<file path="src/rtl/npu_pkg.sv">
// Shared NPU fixed-point types and constants: Q8.8 data format and MAC engine states.
package npu_pkg;

  localparam int unsigned FRAC_BITS = 8;
  localparam int unsigned DATA_BITS = 16;

  typedef logic signed [15:0] q8_8_t;

  localparam q8_8_t Q8_8_MAX = 16'sh7fff;
  localparam q8_8_t Q8_8_MIN = 16'sh8000;

  typedef enum logic [1:0] {
    IDLE,
    ACCUM,
    DRAIN,
    OUT
  } mac_state_e;

endpackage

</file>
<file path="src/rtl/q_round_sat.sv">
// Combinational requantiser: round-half-up, arithmetic shift right by SHIFT,
// then clamp to the signed OUT_W range.
module q_round_sat #(
  parameter int unsigned IN_W  = 40,
  parameter int unsigned OUT_W = 16,
  parameter int unsigned SHIFT = 8
) (
  input  logic [IN_W-1:0]  din,
  output logic [OUT_W-1:0] dout
);

  localparam logic [IN_W:0] ROUND =
    {{(IN_W + 1 - SHIFT){1'b0}}, 1'b1, {(SHIFT - 1){1'b0}}};
  localparam logic signed [IN_W:0] MAX_V =
    {{(IN_W - OUT_W + 2){1'b0}}, {(OUT_W - 1){1'b1}}};
  localparam logic signed [IN_W:0] MIN_V =
    {{(IN_W - OUT_W + 2){1'b1}}, {(OUT_W - 1){1'b0}}};

  logic signed [IN_W:0] rounded;
  logic signed [IN_W:0] shifted;

  always_comb begin
    // One guard bit keeps the rounding add from ever wrapping.
    rounded = $signed({din[IN_W-1], din}) + $signed(ROUND);
    shifted = rounded >>> SHIFT;
    if (shifted > MAX_V) begin
      dout = MAX_V[OUT_W-1:0];
    end else if (shifted < MIN_V) begin
      dout = MIN_V[OUT_W-1:0];
    end else begin
      dout = shifted[OUT_W-1:0];
    end
  end

endmodule

</file>
<file path="src/rtl/neuron_mac.sv">
// Signed Q8.8 multiply-accumulate engine for one neuron: bias + sum(a*b),
// rounded and saturated back to Q8.8 for the ReLU stage.
module neuron_mac
  import npu_pkg::*;
#(
  parameter int unsigned DATA_W = DATA_BITS,
  parameter int unsigned FRAC   = FRAC_BITS,
  parameter int unsigned ACC_W  = 40,
  parameter int unsigned LEN_W  = 8
) (
  input  logic              clk,
  input  logic              rst,
  input  logic              start,
  input  logic [LEN_W-1:0]  len,
  input  logic [DATA_W-1:0] bias,
  input  logic              in_val,
  output logic              in_rdy,
  input  logic [DATA_W-1:0] in_a,
  input  logic [DATA_W-1:0] in_b,
  output logic              out_val,
  input  logic              out_rdy,
  output logic [DATA_W-1:0] out_data,
  output logic              busy
);

  mac_state_e                state;
  logic [LEN_W-1:0]          cnt;
  logic signed [ACC_W-1:0]   acc;
  logic signed [2*DATA_W-1:0] prod_q;
  logic                      prod_v;

  logic signed [ACC_W-1:0]   prod_ext;
  logic signed [ACC_W-1:0]   bias_ext;
  logic signed [ACC_W-1:0]   drain_sum;
  logic [DATA_W-1:0]         rs_out;
  logic                      accept;

  always_comb begin
    prod_ext  = {{(ACC_W - 2*DATA_W){prod_q[2*DATA_W-1]}}, prod_q};
    bias_ext  = {{(ACC_W - DATA_W - FRAC){bias[DATA_W-1]}}, bias, {FRAC{1'b0}}};
    drain_sum = acc + (prod_v ? prod_ext : '0);
    accept    = in_val & in_rdy;
  end

  q_round_sat #(
    .IN_W  (ACC_W),
    .OUT_W (DATA_W),
    .SHIFT (FRAC)
  ) u_round_sat (
    .din  (drain_sum),
    .dout (rs_out)
  );

  always_ff @(posedge clk or negedge rst) begin
    if (!rst) begin
      state    <= IDLE;
      cnt      <= '0;
      acc      <= '0;
      prod_q   <= '0;
      prod_v   <= 1'b0;
      out_data <= '0;
      out_val  <= 1'b0;
      in_rdy   <= 1'b0;
      busy     <= 1'b0;
    end else begin
      // Product pipeline drains into acc every cycle except DRAIN, where the
      // pending product is folded in combinationally instead.
      if (prod_v && state != DRAIN) begin
        acc <= acc + prod_ext;
      end
      prod_v <= 1'b0;

      unique case (state)
        IDLE: begin
          if (start) begin
            cnt  <= len;
            acc  <= bias_ext;
            busy <= 1'b1;
            if (len != '0) begin
              state  <= ACCUM;
              in_rdy <= 1'b1;
            end else begin
              state <= DRAIN;
            end
          end
        end
        ACCUM: begin
          if (accept) begin
            prod_q <= $signed({{DATA_W{in_a[DATA_W-1]}}, in_a}) *
                      $signed({{DATA_W{in_b[DATA_W-1]}}, in_b});
            prod_v <= 1'b1;
            cnt    <= cnt - LEN_W'(1);
            if (cnt == LEN_W'(1)) begin
              state  <= DRAIN;
              in_rdy <= 1'b0;
            end
          end
        end
        DRAIN: begin
          out_data <= rs_out;
          out_val  <= 1'b1;
          state    <= OUT;
        end
        OUT: begin
          if (out_rdy) begin
            out_val <= 1'b0;
            busy    <= 1'b0;
            state   <= IDLE;
          end
        end
        default: begin
          state <= IDLE;
        end
      endcase
    end
  end

endmodule
</file>
<file path="config.mk">
export PLATFORM = sky130hd
export DESIGN_NAME = neuron_mac
export DESIGN_NICKNAME = d
export VERILOG_FILES = /design/src/rtl/npu_pkg.sv /design/src/rtl/q_round_sat.sv /design/src/rtl/neuron_mac.sv
export SDC_FILE = /design/constraint.sdc
export NUM_CORES = 1
export LEC_CHECK = 0
export ABC_AREA = 1
export CORE_ASPECT_RATIO = 0.8
export CORE_MARGIN = 8
export CORE_UTILIZATION = 40
export CTS_CLUSTER_SIZE = 40
export DETAILED_ROUTE_END_ITERATION = 6
export PLACE_DENSITY_LB_ADDON = 0.15
export SYNTH_ARGS = -nofsm -noshare
export SYNTH_HDL_FRONTEND = slang
export SYNTH_HIERARCHICAL = 1
export SYNTH_SLANG_ARGS = --single-unit
</file>
<file path="constraint.sdc">
create_clock -name clk -period 4.5 [get_ports clk]
set_input_delay 0.675 -clock clk [delete_from_list [all_inputs] [get_ports clk]]
set_output_delay 0.675 -clock clk [all_outputs]
set_load 0.02 [all_outputs]
</file>
==> results.sh, run 1 <==
export IMPL_finalHoldViolCount=0
export IMPL_finalMaxSlewViolations=0
export IMPL_firstDrtPassIters=6
export IMPL_violations="negative setup slack"
export IMPL_wl_per_cell_microns=18.5
export IMPL_insertion_delay_ns=0.38
export IMPL_synth_cells=3242
export IMPL_syn_avg_cell_area_sq_um=6.78
export IMPL_viasPerCell=5.11
export IMPL_die_y_microns=226
export IMPL_fillers=5203
export IMPL_io_buffers=79
export IMPL_status="finished, violations left"
export IMPL_grt_pass1_vias=22495
export IMPL_finalCriticalPeriod_ns=5.54
export IMPL_io_pins=80
export IMPL_syn_nets=3735
export IMPL_numCtsBuffers=9
export IMPL_setup_violations=24
export IMPL_vias=22089
export IMPL_totalWireLength_microns=80200
export IMPL_die_w_microns=278
export IMPL_worst_slew_pin_slew_ns=1.27
export IMPL_syn_to_final_growth_pct=37.9
export IMPL_setup_slack_ns=-1.04
export IMPL_coreArea_sq_um=54800
export IMPL_cap_viol_max_count=0
export IMPL_cp_max_fo=5
export IMPL_nets=4102
export IMPL_grt_antenna_before_repair=1
export IMPL_cp_required_ns=4.82
export IMPL_cts_sinks=102
export IMPL_rsz0062_at_grt="yes"
export IMPL_clock_fmax_ghz=0.181
export IMPL_root_buffer="clkbuf_16"
export IMPL_row_count=77
export IMPL_htree_levels=3
export IMPL_start_kind="input pin"
export IMPL_crit_path_end_kind="flop"
export IMPL_grt_usage_pct=25.2
export IMPL_multi_input_area_sq_um=19200
export IMPL_grt_pass1_wl_microns=125000
export IMPL_r2r_slack_ns=0.05
export IMPL_fin_worst_skew_ns=0.0120
export IMPL_die_area_sq_um=62800
export IMPL_max_slew_margin_pct=15.0
export IMPL_clkTransAtPathRegs_ns=0.08
export IMPL_final_cells=4326
export IMPL_routabilityCongestion=0.966
export IMPL_synth_warnings=6
export IMPL_tritoncts="yes"
export IMPL_layout_commonest_cell="nand2_1"
export IMPL_clockBufferDepth=2
export IMPL_initial_core_util_pct=40.1
export IMPL_grt_max_degree=55
export IMPL_drt_drc_violations_left=0
export IMPL_seqCellArea_sq_um=2550
export IMPL_detail_route_antenna_nets=0
export IMPL_synth_area_sq_um=22000
export IMPL_post_dp_hpwl_microns=63200
export IMPL_drtIter0Drc=1755
export IMPL_arrival_ns=5.85
export IMPL_path_class="input pin to flop"
export IMPL_final_layout_size_suffix_gt1_share_pct=28.2
export IMPL_final_cell_mix="747 x nand2_1, 638 x inv_1, 262 x buf_4, 242 x fa_1, 200 x nor2_1"
export IMPL_dp_cells=4179
export IMPL_period_share_pct=123
export IMPL_gr_total_overflow=0
export IMPL_hold_class="input pin to async pin"
per-stage QoR:
| stage | utilization [%] | TNS, ns | setup WS (ns) | instance area (sq um) | hold WS (ns) |
|---|---|---|---|---|---|
| after floorplan | - | -18.63 | -1.11 | 23100 | 0.379 |
| after global placement | 47.5 | -43.49 | -1.93 | 26000 | 0.489 |
| after detailed placement | 47.5 | -45.75 | -1.92 | 26000 | 0.482 |
| after CTS | 51.6 | -18.97 | -0.970 | 28300 | 0.194 |
| after global routing | 55.3 | -25.55 | -1.24 | 30300 | 0.207 |
| final | 55.3 | -18.86 | -1.04 | 30300 | 0.192 |
flip-flops by register name, summed over array words and instances, names as in the netlist:
signal,count
prod_q,32
out_data,16
cnt,8
prod_v,1
acc,40
out_val,1
in_rdy,1
state,2
busy,1
metal layers:
| layer | wire [microns] | global-route usage, % | up-vias |
|---|---|---|---|
| li1 | - | - | 10588 |
| met1 | 38800 | 37.9 | 10756 |
| met2 | 33900 | 38.1 | 696 |
| met3 | 6780 | 5.03 | 49 |
| met4 | 693 | 2.96 | 0 |
| met5 | 0 | 0 | - |
final timing paths:
| path | startpoint | endpoint | cells past startpoint |
|---|---|---|---|
| hold reg to reg | cnt[5] | cnt[5] | 2 |
| setup / recovery | in_a[15] | prod_q[25] | 25 |
| min in group clk | cnt[5] | cnt[5] | 2 |
| max in group asynchronous | rst | prod_v | 2 |
| hold / removal | rst | acc[35] | 1 |
| setup reg to reg | prod_v | out_data[8] | 25 |
worst max-delay path: stages:
cell	delay, ns
buf_12	0.11
buf_16	0.13
nand2_4	0.05
inv_2	0.04
fa_2	0.62
inv_4	0.06
buf_4	0.13
fa_1	0.52
inv_1	0.05
fa_1	0.49
fa_1	0.43
fa_1	0.49
inv_1	0.05
fa_1	0.49
inv_2	0.05
ha_4	0.30
nand4_1	0.17
nor2_2	0.23
nand4_1	0.23
nand3_2	0.17
nand2_1	0.06
nand2_1	0.07
or2_1	0.10
nand3_1	0.06
nand2_1	0.08
area by class of cell:
type,count,share of cell area [%]
Clock buffer,11,0.801
Multi-Input combinational cell,2308,63.4
Inverter,744,9.29
Antenna cell,1,0.00825
Clock inverter,5,0.140
Sequential cell,102,8.42
Tap cell,711,2.93
Timing Repair Buffer,444,15.0
timing repair:
| action | CTS | global route |
|---|---|---|
| endpoints found under the hold margin | 0 | 0 |
| hold buffers | 0 | 0 |
| cloned | 16 | 5 |
| setup endpoints to repair | 41 | 41 |
| setup buffers | 72 | 41 |
| resized for setup | 410 | 434 |
| pin swaps | 192 | 167 |
Power of run 1 is left out: the tool's default activity adds up to more than one toggle a clock period on the data nets, which glitch-free logic cannot reach.
==> run 2, diff against run 1 <==
--- a/config.mk
+++ b/config.mk
@@ -12,6 +12,7 @@
 export CTS_CLUSTER_SIZE = 40
 export DETAILED_ROUTE_END_ITERATION = 6
 export PLACE_DENSITY_LB_ADDON = 0.15
+export SETUP_SLACK_MARGIN = 0.15
 export SYNTH_ARGS = -nofsm -noshare
 export SYNTH_HDL_FRONTEND = slang
 export SYNTH_HIERARCHICAL = 1
==> results.sh, run 2 (synthesis results as in run 1) <==
export IMPL_die_w_microns=278
export IMPL_hold_buffers=0
export IMPL_clkTransAtPathRegs_ns=0.08
export IMPL_clock_fmax_ghz=0.181
export IMPL_nets=4121
export IMPL_hold_class="input pin to async pin"
export IMPL_htree_levels=3
export IMPL_dp_cells=4158
export IMPL_largestRegisters="acc (40), prod_q (32), out_data (16)"
export IMPL_rsz0062_at_grt="yes"
export IMPL_start_kind="input pin"
export IMPL_cts_sinks=102
export IMPL_setup_slack_ns=-1.04
export IMPL_largest_reg_flops=40
export IMPL_grt_pass1_vias=22725
export IMPL_syn_to_final_growth_pct=39.0
export IMPL_insertion_delay_ns=0.38
export IMPL_initial_core_util_pct=40.1
export IMPL_critical_path_top_delay_family="adder cells"
export IMPL_io_pins=80
export IMPL_crit_path_end_kind="flop"
export IMPL_final_cells=4344
export IMPL_path_class="input pin to flop"
export IMPL_arrival_ns=5.81
export IMPL_wl_per_cell_microns=18.1
export IMPL_tritoncts="yes"
export IMPL_cp_required_ns=4.77
export IMPL_groute_layer_met2_usage_pct=37.1
export IMPL_path_cells="buf_6 -> buf_12 -> nand2_4 -> inv_2 -> fa_2 -> buf_6 -> fa_2 -> buf_12 -> fa_1 -> fa_1 -> fa_1 -> inv_1 -> fa_1 -> inv_1 -> ha_4 -> nand2_2 -> buf_6 -> nor3_4 -> nand4_1 -> nand3_1 -> nand2_1 -> nand3_2 -> nand2_2"
export IMPL_worst_slew_pin_slew_ns=1.21
export IMPL_met3_usage_pct=4.74
export IMPL_drt_drc_violations_left=0
export IMPL_cap_viol_max_count=0
export IMPL_firstDrtPassIters=6
export IMPL_grt_met1_usage_pct=37.1
export IMPL_numCtsBuffers=9
export IMPL_row_count=77
export IMPL_cp_slowest_stage_delay_ns=0.63
export IMPL_finalCriticalPeriod_ns=5.54
export IMPL_cp_common_cell="fa_1"
export IMPL_finalMaxSlewViolations=0
export IMPL_grt_pass1_wl_microns=124000
export IMPL_setup_violations=25
export IMPL_post_dp_hpwl_microns=61700
export IMPL_regMostFlops="acc"
export IMPL_critPathBufInv=8
export IMPL_cp_max_fo=8
export IMPL_antenna_cells=0
export IMPL_drtIter0Drc=1995
export IMPL_top_usage_layer="met2"
export IMPL_layout_commonest_cell="nand2_1"
export IMPL_detail_route_antenna_nets=0
export IMPL_max_slew_margin_pct=19.2
export IMPL_io_buffers=79
export IMPL_grt_antenna_before_repair=0
export IMPL_routabilityCongestion=0.998
export IMPL_die_y_microns=226
export IMPL_totalWireLength_microns=78600
export IMPL_die_area_sq_um=62800
export IMPL_final_layout_size_suffix_gt1_share_pct=29.9
export IMPL_grt_usage_pct=24.7
export IMPL_status="finished, violations left"
export IMPL_finalHoldViolCount=0
export IMPL_vias=22366
export IMPL_root_buffer="clkbuf_16"
export IMPL_period_share_pct=123
export IMPL_violations="negative setup slack"
export IMPL_gr_total_overflow=0
export IMPL_fin_worst_skew_ns=0.0121
export IMPL_viasPerCell=5.15
export IMPL_final_cell_mix="731 x nand2_1, 640 x inv_1, 278 x buf_4, 238 x fa_1, 192 x nor2_1"
export IMPL_coreArea_sq_um=54800
export IMPL_grt_max_degree=46
export IMPL_clockBufferDepth=2
export IMPL_slowest_stage="fa_2"
[run 2: cell count changes in the layout (fill, tap and decap cells not counted), sizes merged]
cell	before	now
buf	387	405
bufbuf	4	1
clkdlybuf4s15	0	3
clkinvlp	0	1
inv	745	747
diode	1	0
clkinv	4	2
[run 2: area by class of cell]
class / count / area [sq um]
fillers: 5047 / 24300
inverters: 744 / 2820
clock buffers: 10 / 239
multi-input cells: 2308 / 19400
clock inverters: 6 / 61.3
repair buffers: 463 / 4580
flip-flops and latches: 102 / 2550
well taps: 711 / 890
[run 2: stage by stage]
| stage | utilization [%] | hold WS, ns | area, sq um | TNS [ns] | setup slack, ns |
|---|---|---|---|---|---|
| 6_report | 55.7 | 0.280 | 30600 | -20.54 | -1.04 |
| 5_1_grt | 55.7 | 0.315 | 30600 | -26.31 | -1.22 |
| 4_1_cts | 51.6 | 0.299 | 28300 | -18.92 | -1.00 |
| 3_5_place_dp | 47.2 | 0.479 | 25900 | -43.22 | -2.00 |
| 3_3_place_gp | 47.2 | 0.486 | 25900 | -42.22 | -2.02 |
| 2_1_floorplan | - | 0.379 | 23100 | -18.65 | -1.11 |
[run 2: what timing repair did]
item | CTS | global route
resized for setup | 435 | 424
setup endpoints to repair | 41 | 41
pin swaps | 228 | 202
buffers inserted | 98 | 56
gates cloned | 11 | 5
endpoints found under the hold margin | 0 | 0
[run 2: path summary, 6_finish.rpt]
path,slack [ns],from,cells after the start,end
worst max-delay path,-1.04,in_a[15],23,prod_q[27]
worst min-delay path,0.28,rst,1,acc[31]
worst max register to register,0.11,prod_v,26,out_data[4]
worst min register to register,0.50,cnt[5],2,cnt[5]
max in group asynchronous,3.24,rst,2,prod_v
min in group clk,0.50,cnt[5],2,cnt[5]
[run 2: routing by layer]
| layer | vias up | routed length (microns) | part of all wire [%] |
|---|---|---|---|
| li1 | 10613 | - | - |
| met1 | 10898 | 37100 | 47 |
| met2 | 771 | 33300 | 42 |
| met3 | 84 | 6900 | 8.8 |
| met4 | 0 | 1350 | 1.7 |
| met5 | - | 0 | 0 |
Power of run 2 is left out for the same reason.
